**src/rtl/adc_conversion_sequencer.sv**
```systemverilog
// Sequences ADC start strobes over a pixel window derived from the waveform counter.
// Supports pulse and toggle start styles, per-channel masking and sticky overrun flags.
module adc_conversion_sequencer #(
  parameter int CICLOS_FORMAS_DE_ONDA = 8,
  parameter int PRE_PIXELS            = 5,
  parameter int N_PIXELS              = 2048,
  parameter int N_CH                  = 1,
  parameter int CNT_W                 = 32
) (
  input  logic             i_clock,
  input  logic             i_reset,
  input  logic             i_enable,
  input  logic [CNT_W-1:0] i_contador,
  input  logic             i_mode,
  input  logic [N_CH-1:0]  i_ch_mask,
  input  logic [N_CH-1:0]  i_adc_busy,
  output logic [N_CH-1:0]  o_adc_start_conversion,
  output logic [15:0]      o_pixel_index,
  output logic             o_line_done,
  output logic [N_CH-1:0]  o_overrun
);

  localparam int PH_W = (CICLOS_FORMAS_DE_ONDA > 1) ? $clog2(CICLOS_FORMAS_DE_ONDA) : 1;
  localparam logic [CNT_W-1:0] WIN_LO   = CNT_W'(PRE_PIXELS * CICLOS_FORMAS_DE_ONDA);
  localparam logic [CNT_W-1:0] WIN_HI   = CNT_W'((PRE_PIXELS + N_PIXELS) * CICLOS_FORMAS_DE_ONDA);
  localparam logic [PH_W-1:0]  PH_LAST  = PH_W'(CICLOS_FORMAS_DE_ONDA - 1);
  localparam logic [PH_W-1:0]  PH_ONE   = PH_W'(1);
  localparam logic [15:0]      IDX_LAST = 16'(N_PIXELS - 1);

  typedef enum logic [1:0] {IDLE, ARMED, ACTIVE, DONE} state_t;

  state_t          state;
  state_t          next_state;
  logic [PH_W-1:0] phase;
  logic            mode_q;

  logic            in_window;
  logic            entering;
  logic            arming;
  logic            phase_wrap;
  logic            slot;
  logic            mode_change;
  logic [N_CH-1:0] eligible;
  logic [N_CH-1:0] pulse_req;

  assign in_window = (i_contador >= WIN_LO) && (i_contador < WIN_HI);

  always_comb begin
    next_state = state;
    case (state)
      IDLE:    if (i_enable)   next_state = ARMED;
      ARMED:   if (in_window)  next_state = ACTIVE;
      ACTIVE:  if (!in_window) next_state = DONE;
      DONE:    next_state = ARMED;
      default: next_state = IDLE;
    endcase
    if (!i_enable) next_state = IDLE;
  end

  assign entering    = (state == ARMED) && (next_state == ACTIVE);
  assign arming      = (state == IDLE) && (next_state == ARMED);
  assign phase_wrap  = (state == ACTIVE) && (phase == PH_LAST);
  assign slot        = entering || ((state == ACTIVE) && (phase == '0));
  assign mode_change = (i_mode != mode_q);

  // Dropping enable gates the channels on the same edge so no start leaks out.
  assign eligible  = {N_CH{i_enable && ((state == ARMED) || (state == ACTIVE)) && in_window}}
                     & i_ch_mask;
  assign pulse_req = eligible & {N_CH{slot}};

  always_ff @(posedge i_clock or posedge i_reset) begin
    if (i_reset) begin
      state                  <= IDLE;
      phase                  <= '0;
      mode_q                 <= 1'b0;
      o_adc_start_conversion <= '0;
      o_pixel_index          <= '0;
      o_line_done            <= 1'b0;
      o_overrun              <= '0;
    end else begin
      state       <= next_state;
      mode_q      <= i_mode;
      o_line_done <= (next_state == DONE);

      if (entering)
        phase <= PH_ONE;
      else if ((state == ACTIVE) && (next_state == ACTIVE))
        phase <= phase_wrap ? '0 : phase + PH_ONE;
      else
        phase <= '0;

      if (entering)
        o_pixel_index <= '0;
      else if (phase_wrap && (o_pixel_index != IDX_LAST))
        o_pixel_index <= o_pixel_index + 16'd1;

      if (mode_change)
        o_adc_start_conversion <= '0;
      else if (i_mode)
        o_adc_start_conversion <= pulse_req & ~i_adc_busy;
      else
        o_adc_start_conversion <= eligible & ~o_adc_start_conversion;

      // Overrun only accumulates in pulse mode; toggle mode ignores busy.
      if (arming)
        o_overrun <= '0;
      else if (i_mode)
        o_overrun <= o_overrun | (pulse_req & i_adc_busy);
    end
  end

endmodule

```
**config.mk**
```make
export PLATFORM = sky130hd
export DESIGN_NAME = adc_conversion_sequencer
export DESIGN_NICKNAME = d
export VERILOG_FILES = /design/src/rtl/adc_conversion_sequencer.sv
export SDC_FILE = /design/constraint.sdc
export NUM_CORES = 1
export LEC_CHECK = 0
export CAP_MARGIN = 20
export CORE_MARGIN = 8
export CORE_UTILIZATION = 30
export CTS_CLUSTER_DIAMETER = 150
export CTS_CLUSTER_SIZE = 8
export DETAILED_ROUTE_END_ITERATION = 6
export GPL_TIMING_DRIVEN = 1
export PLACE_DENSITY = 0.62
export SYNTH_ARGS = -nofsm -noshare
export SYNTH_HDL_FRONTEND = slang
export SYNTH_SLANG_ARGS = --single-unit
```
**constraint.sdc**
```tcl
create_clock -name i_clock -period 2.7 [get_ports i_clock]
set_input_delay 0.54 -clock i_clock [delete_from_list [all_inputs] [get_ports i_clock]]
set_output_delay 0.54 -clock i_clock [all_outputs]
set_load 0.02 [all_outputs]
```
======== Yosys cells after proc, flatten, opt, wreduce, memory -nomap -nowiden ========
Cells that the tools add are included.
storage, ports and cells
  register bits after elaboration ......... 25
  input bits .............................. 38
  output and inout bits ................... 19
  logic and storage cells ................. 57
cells by class
  add/sub/neg operators ................... 2
  order comparisons ....................... 2
  eq/ne operators ......................... 9
  muxes and demuxes ....................... 13
  bitwise gates (word level) .............. 8
  reduce and logical (&&, ||, !) cells .... 16
operators with widths
  kind                   count
  $ge 32x6->1 const B    1
  $lt 32x15->1 const B   1
  $mux 16                2
  $add 16x1->16 const B  1
  $ne 16x11->1 const B   1
  $logic_and 1x1->1      9
  $mux 3                 3
  $eq 2x2->1 const B     4
  $mux 2                 3
  $pmux 2 s3             1
  $and 1x1->1            5
  $eq 2x1->1 const B     2
  $mux 1                 4
  $reduce_bool 2->1      2
  $add 3x1->3 const B    1
  $eq 3x3->1 const B     1
  $logic_not 3->1        1
  $logic_not 2->1        1
  $logic_or 1x1->1       2
  $not 1->1              2
  $reduce_or 2->1        1
  $ne 1x1->1             1
  $or 1x1->1             1

======== Depth between registers and ports, before layout ========
  depth after elaboration ................. 13
  gate-level depth with buffers ........... 9
  depth with buffers taken out ............ 8

======== Worst setup path after synthesis ========
No wires, ideal clock.
  kind .................................... reg-to-reg
  from .................................... register state[0]
  to ...................................... register o_overrun
  data arrival time ....................... 2.042 ns
  required time ........................... 2.580 ns
  path slack .............................. 0.538 ns
  cell stages (with the launch flop) ...... 10
  period minus slack after synthesis ...... 2.162 ns
  cell sequence ........................... dfrtp_1 inv_1 ha_1 nand2_1 a31o_1 and3_1 a32o_1 buf_2 or3_1 o211a_1
on the way
  word-level cells in the longest chain between the ends .. 12
  elaborated cells between the ends (all ways) .. 25
  those cells by class .................... eq/ne (5); mux (6); bitwise (4); reduce/logical (10)
RTL lines
  what                                           RTL line  RTL
  start, declared                                32        state_t state;
  start signal, assigned                         81        state <= next_state;
  $eq 2x2->1 or $logic_not 2->1 (tied branches)  50, 61
  $reduce_or 2->1 (no line)                      n/a
  $pmux 2 s3                                     50        case (state)
  $mux 2                                         57        if (!i_enable) next_state = IDLE;
  $eq 2x2->1                                     60        assign entering = (state == ARMED) && (next_state == ACTIVE);
  $logic_and 1x1->1                              60
  $logic_or 1x1->1                               63        assign slot = entering || ((state == ACTIVE) && (phase == '0));
  $and 1x1->1                                    69        assign pulse_req = eligible & {N_CH{slot}};
  $and 1x1->1                                    108       o_overrun <= o_overrun | (pulse_req & i_adc_busy);
  $or 1x1->1                                     108
  $mux 1                                         107       else if (i_mode)
  $mux 1                                         105       if (arming)
  end signal, assigned                           108
  end, declared                                  20        output logic [N_CH-1:0] o_overrun
Several ways; a longest one is shown, not always the timed one. The select of a mux whose other input is x is not followed.
A chain may end at the register's enable or synchronous reset.

======== Worst setup path in the final report ========
  from .................................... register state[0]
  to ...................................... register o_adc_start_conversion
on the way
  word-level cells in the longest chain between the ends .. 11
  elaborated cells between the ends (all ways) .. 22
  those cells by class .................... eq/ne (4); mux (6); bitwise (4); reduce/logical (8)
RTL lines
  what                                           RTL line  RTL
  $eq 2x2->1 or $logic_not 2->1 (tied branches)  50
  $reduce_or 2->1 (no line)                      n/a
  $pmux 2 s3                                     50
  $mux 2                                         57
  $eq 2x2->1                                     60
  $logic_and 1x1->1                              60
  $logic_or 1x1->1                               63
  $and 1x1->1                                    69
  $and 1x1->1                                    100       o_adc_start_conversion <= pulse_req & ~i_adc_busy;
  $mux 1 *                                       99        else if (i_mode)
  $mux 1 *                                       97        if (mode_change)
  end signal, assigned                           100
  end signal, assigned                           102       o_adc_start_conversion <= eligible & ~o_adc_start_conversion;
  end, declared                                  17        output logic [N_CH-1:0] o_adc_start_conversion,
Mark *: on every way between the ends. The rest lies on a longest branch, timed or not.

==> results by group <==
Detailed routing
  • Post-Route WL: 3.68 mm
  • DR iter-0 viols: 70
  • DR vias/cell: around 5
  • Vias: approximately 1300
  • DRC Markers: 0
  • Routed len/inst: around 14 um
  • Final ANT Viol Nets: 0
  • Drt pass-1 iters: 4

CTS
  • CTS tree: yes
  • Post-CTS setup repair buffer count: 0
  • Clock slew at reported path FFs: about 0.080 ns
  • Worst-case clock buffer depth: 2
  • CTS Buf Count: 3
  • Htree depth: 1
  • Clk sink count: 25
  • Worst-Skew Late Latency: about 0.26 ns
  • Clock root buffer master: clkbuf_8
  • Post-CTS Resized: 0
  • Hold Buf Count CTS: 0

Critical path
  • Largest fanout on the critical path: 5
  • Critical path cell sequence: inv_1, ha_1, buf_4, o311ai_0, nor2b_1, a32o_1, o21ai_1, a211oi_1
  • Top Family by Delay on Critical Path: compound AO/OA/AOI/OAI gates
  • Crit Path Class: register to register
  • CP max-delay cell: dfrtp_1
  • Worst stage delay on the critical path: between 0.4 and 0.5 ns
  • Worst Path Arrival: ~2.5 ns
  • Buf+Inv Stages, Crit Path: 2
  • Crit path required time: between 2 and 3 ns
  • Setup crit start kind: register
  • Crit end category: register

Synthesis
  • Yosys reg bits: 25
  • Distinct cells, synth: 38
  • Synth Flop Type: dfrtp_1
  • Fraction of registers with async set/reset: between 90% and 100%
  • Most frequent cell after synthesis: dfrtp_1
  • Mapped Cells: 150
  • EDFF count, synth: 0
  • Syn avg cell area: between 9 and 10 um^2
  • Cell Area, Synth: 0.00145 mm^2
  • Ranking of synthesized cells by area: dfrtp_1 (43%), ha_1 (7.8%), nor2_1 (6.2%)
  • Post-synth top area cell: dfrtp_1
  • Synth cell count leaders: dfrtp_1 (25), nor2_1 (24), nand2_1 (14)
  • Sequential element share of the synthesized area: 43.1%
  • Post-synth top area share: 43.1%
  • Ys Warns: 0
  • Syn nets: slightly below 200

Power and ir drop
  • Max VDD drop: ~0.15 mV
  • Cell Int Power: between 500 and 600 uW
  • P_leak: just over 0.0008 uW
  • Net Sw Power: approximately 150 uW
  • Comb pwr share: between 10% and 20%
  • Seq pwr share: between 50% and 60%
  • Pwr dens: between 300 and 400 mW/mm^2
  • Switching Fraction: between 20% and 30%
  • Clock power share: 30.7%

STA
  • Hold slack: 0.562 ns
  • Endpoints failing setup: 0
  • Worst-margin pin slew: between 0.4 and 0.5 ns
  • RSZ-0062 raised after global routing: false
  • Max-slew headroom: 66.9%
  • Setup TNS: 0 ns
  • Final min period: 2.30 ns
  • Final hold violation count: 0
  • Worst Clk Skew: approximately 0.0018 ns
  • Fin crit share: 85.3%
  • Peak Freq: between 400 and 500 MHz
  • Final Max Slew Viols: 0

Floorplan
  • Rows: 25
  • Initial core utilization: 30.9%
  • Die width: around 86 um
  • DIE AREA: 0.00731 mm^2
  • IO Pins: 57
  • Total core area: between 0.004 and 0.005 mm^2
  • Die height: between 80 and 90 um

Final layout
  • Antenna cells: 0
  • Filler Cells Inserted: roughly 470
  • Share of cells above drive strength 1: under 10%
  • Net count, final: between 200 and 300
  • P&R area growth vs syn: 45.7%

Worst hold path
  • Hold Path Class: register to register

Global routing
  • Initial antenna violation count: 0
  • First-pass GRT wire length: 6.31 mm
  • Vias in the first global route: 1351
  • GRT overflow: 0
  • Total GRT Usage: slightly above 10%
  • Largest net degree at the start of global routing: 26

Placed design
  • # port buffers: between 50 and 60
  • Placer congestion estimate: 0.755
  • DP Wirelength: roughly 3 mm

Status
  • Status: finished clean

Job
  • Max Cap Viol: 0
==> cell type report <==
cell class / count / area (um^2) / area share [%]
multi-input cells: 117 / 792 / 37.5
flip-flops and latches: 25 / 626 / 29.6
well taps: 54 / 67.6 / 3.20
repair buffers: 57 / 561 / 26.5
clock buffers: 4 / 45.0 / 2.13
inverters: 6 / 22.5 / 1.07
==> cell families after synthesis <==
kind of cell	Yosys count	synth area share, %
adders and majority gates	9	7.77
and+or+nand+nor	76	28.3
buffers and inverters	8	2.24
DFF	25	43.1
muxes	2	1.47
xor gates and xnor gates	16	9.66
AOI/OAI and AO/OA	14	7.42
==> flip-flops by register name, summed over array words and instances (netlist names) <==
signal	flops
o_pixel_index	16
o_adc_start_conversion	1
o_line_done	1
state	2
mode_q	1
o_overrun	1
phase	3
==> metrics by stage <==
stage          util [%]  worst slack [ns]  area, um^2  total power [uW]  instances
4_1_cts            45.0             0.389        2110               705        263
2_1_floorplan         -             0.538        1450               424        150
6_report           45.0             0.398        2110               692        263
3_5_place_dp       44.1             0.169        2070               488        259
5_1_grt            45.0             0.171        2110               726        263
3_3_place_gp       44.1             0.178        2070               487        259
==> per-layer routing <==
layer / share of wire (%) / up-vias / GRT usage, %
li1: - / 644 / -
met1: 42 / 624 / 11.9
met2: 54 / 19 / 19.3
met3: 2.9 / 2 / 1.91
met4: 0.98 / 0 / 2.07
met5: 0 / - / 0
==> placed cells by master (no fill, tap or decap), types with 2 or more instances in the layout <==
cell	netlist	routed
clkdlybuf4s50_1	0	53
dfrtp_1	25	25
nor2_1	24	24
nand2_1	14	14
xnor2_1	9	9
ha_1	9	9
xor2_1	7	7
and3_1	7	7
inv_1	6	6
nand4_1	5	5
nor4_1	4	4
nand3_1	4	4
buf_4	0	4
and2_1	3	3
clkbuf_8	0	3
o21ai_1	2	2
nor3_1	2	2
nand2b_1	2	2
or4_1	2	2
a21oi_2	2	2
or3_1	2	2
==> power by group through the flow <==
stage / Sequential (uW) / Clock, uW / Combinational, uW
finish: 381 / 213 / 98.9
global route: 381 / 235 / 110
CTS: 381 / 225 / 100
detailed placement: 388 / 0 / 99.5
global placement: 388 / 0 / 99.4
floorplan: 387 / 0 / 37.3
==> path summary, 6_finish.rpt <==
check	from	end	slack, ns	depth (start not counted)
min in group asynchronous	i_reset	phase[2]	0.62	3
worst max-delay path	state[0]	o_adc_start_conversion	0.40	8
max in group asynchronous	i_reset	o_pixel_index[5]	1.84	3
worst min register to register	mode_q	o_adc_start_conversion	0.56	2
worst max register to register	state[0]	o_adc_start_conversion	0.40	8
worst min-delay path	mode_q	o_adc_start_conversion	0.56	2
==> worst register-to-register path, delay by kind of cell, from the launching register on <==
kind / cells / cell delay (ns)
AOI/OAI and AO/OA: 4 / 0.97
DFF: 1 / 0.44
buffers and inverters: 2 / 0.29
adders and majority gates: 1 / 0.26
and+or+nand+nor: 1 / 0.26
(Power assumes the default switching activity.)
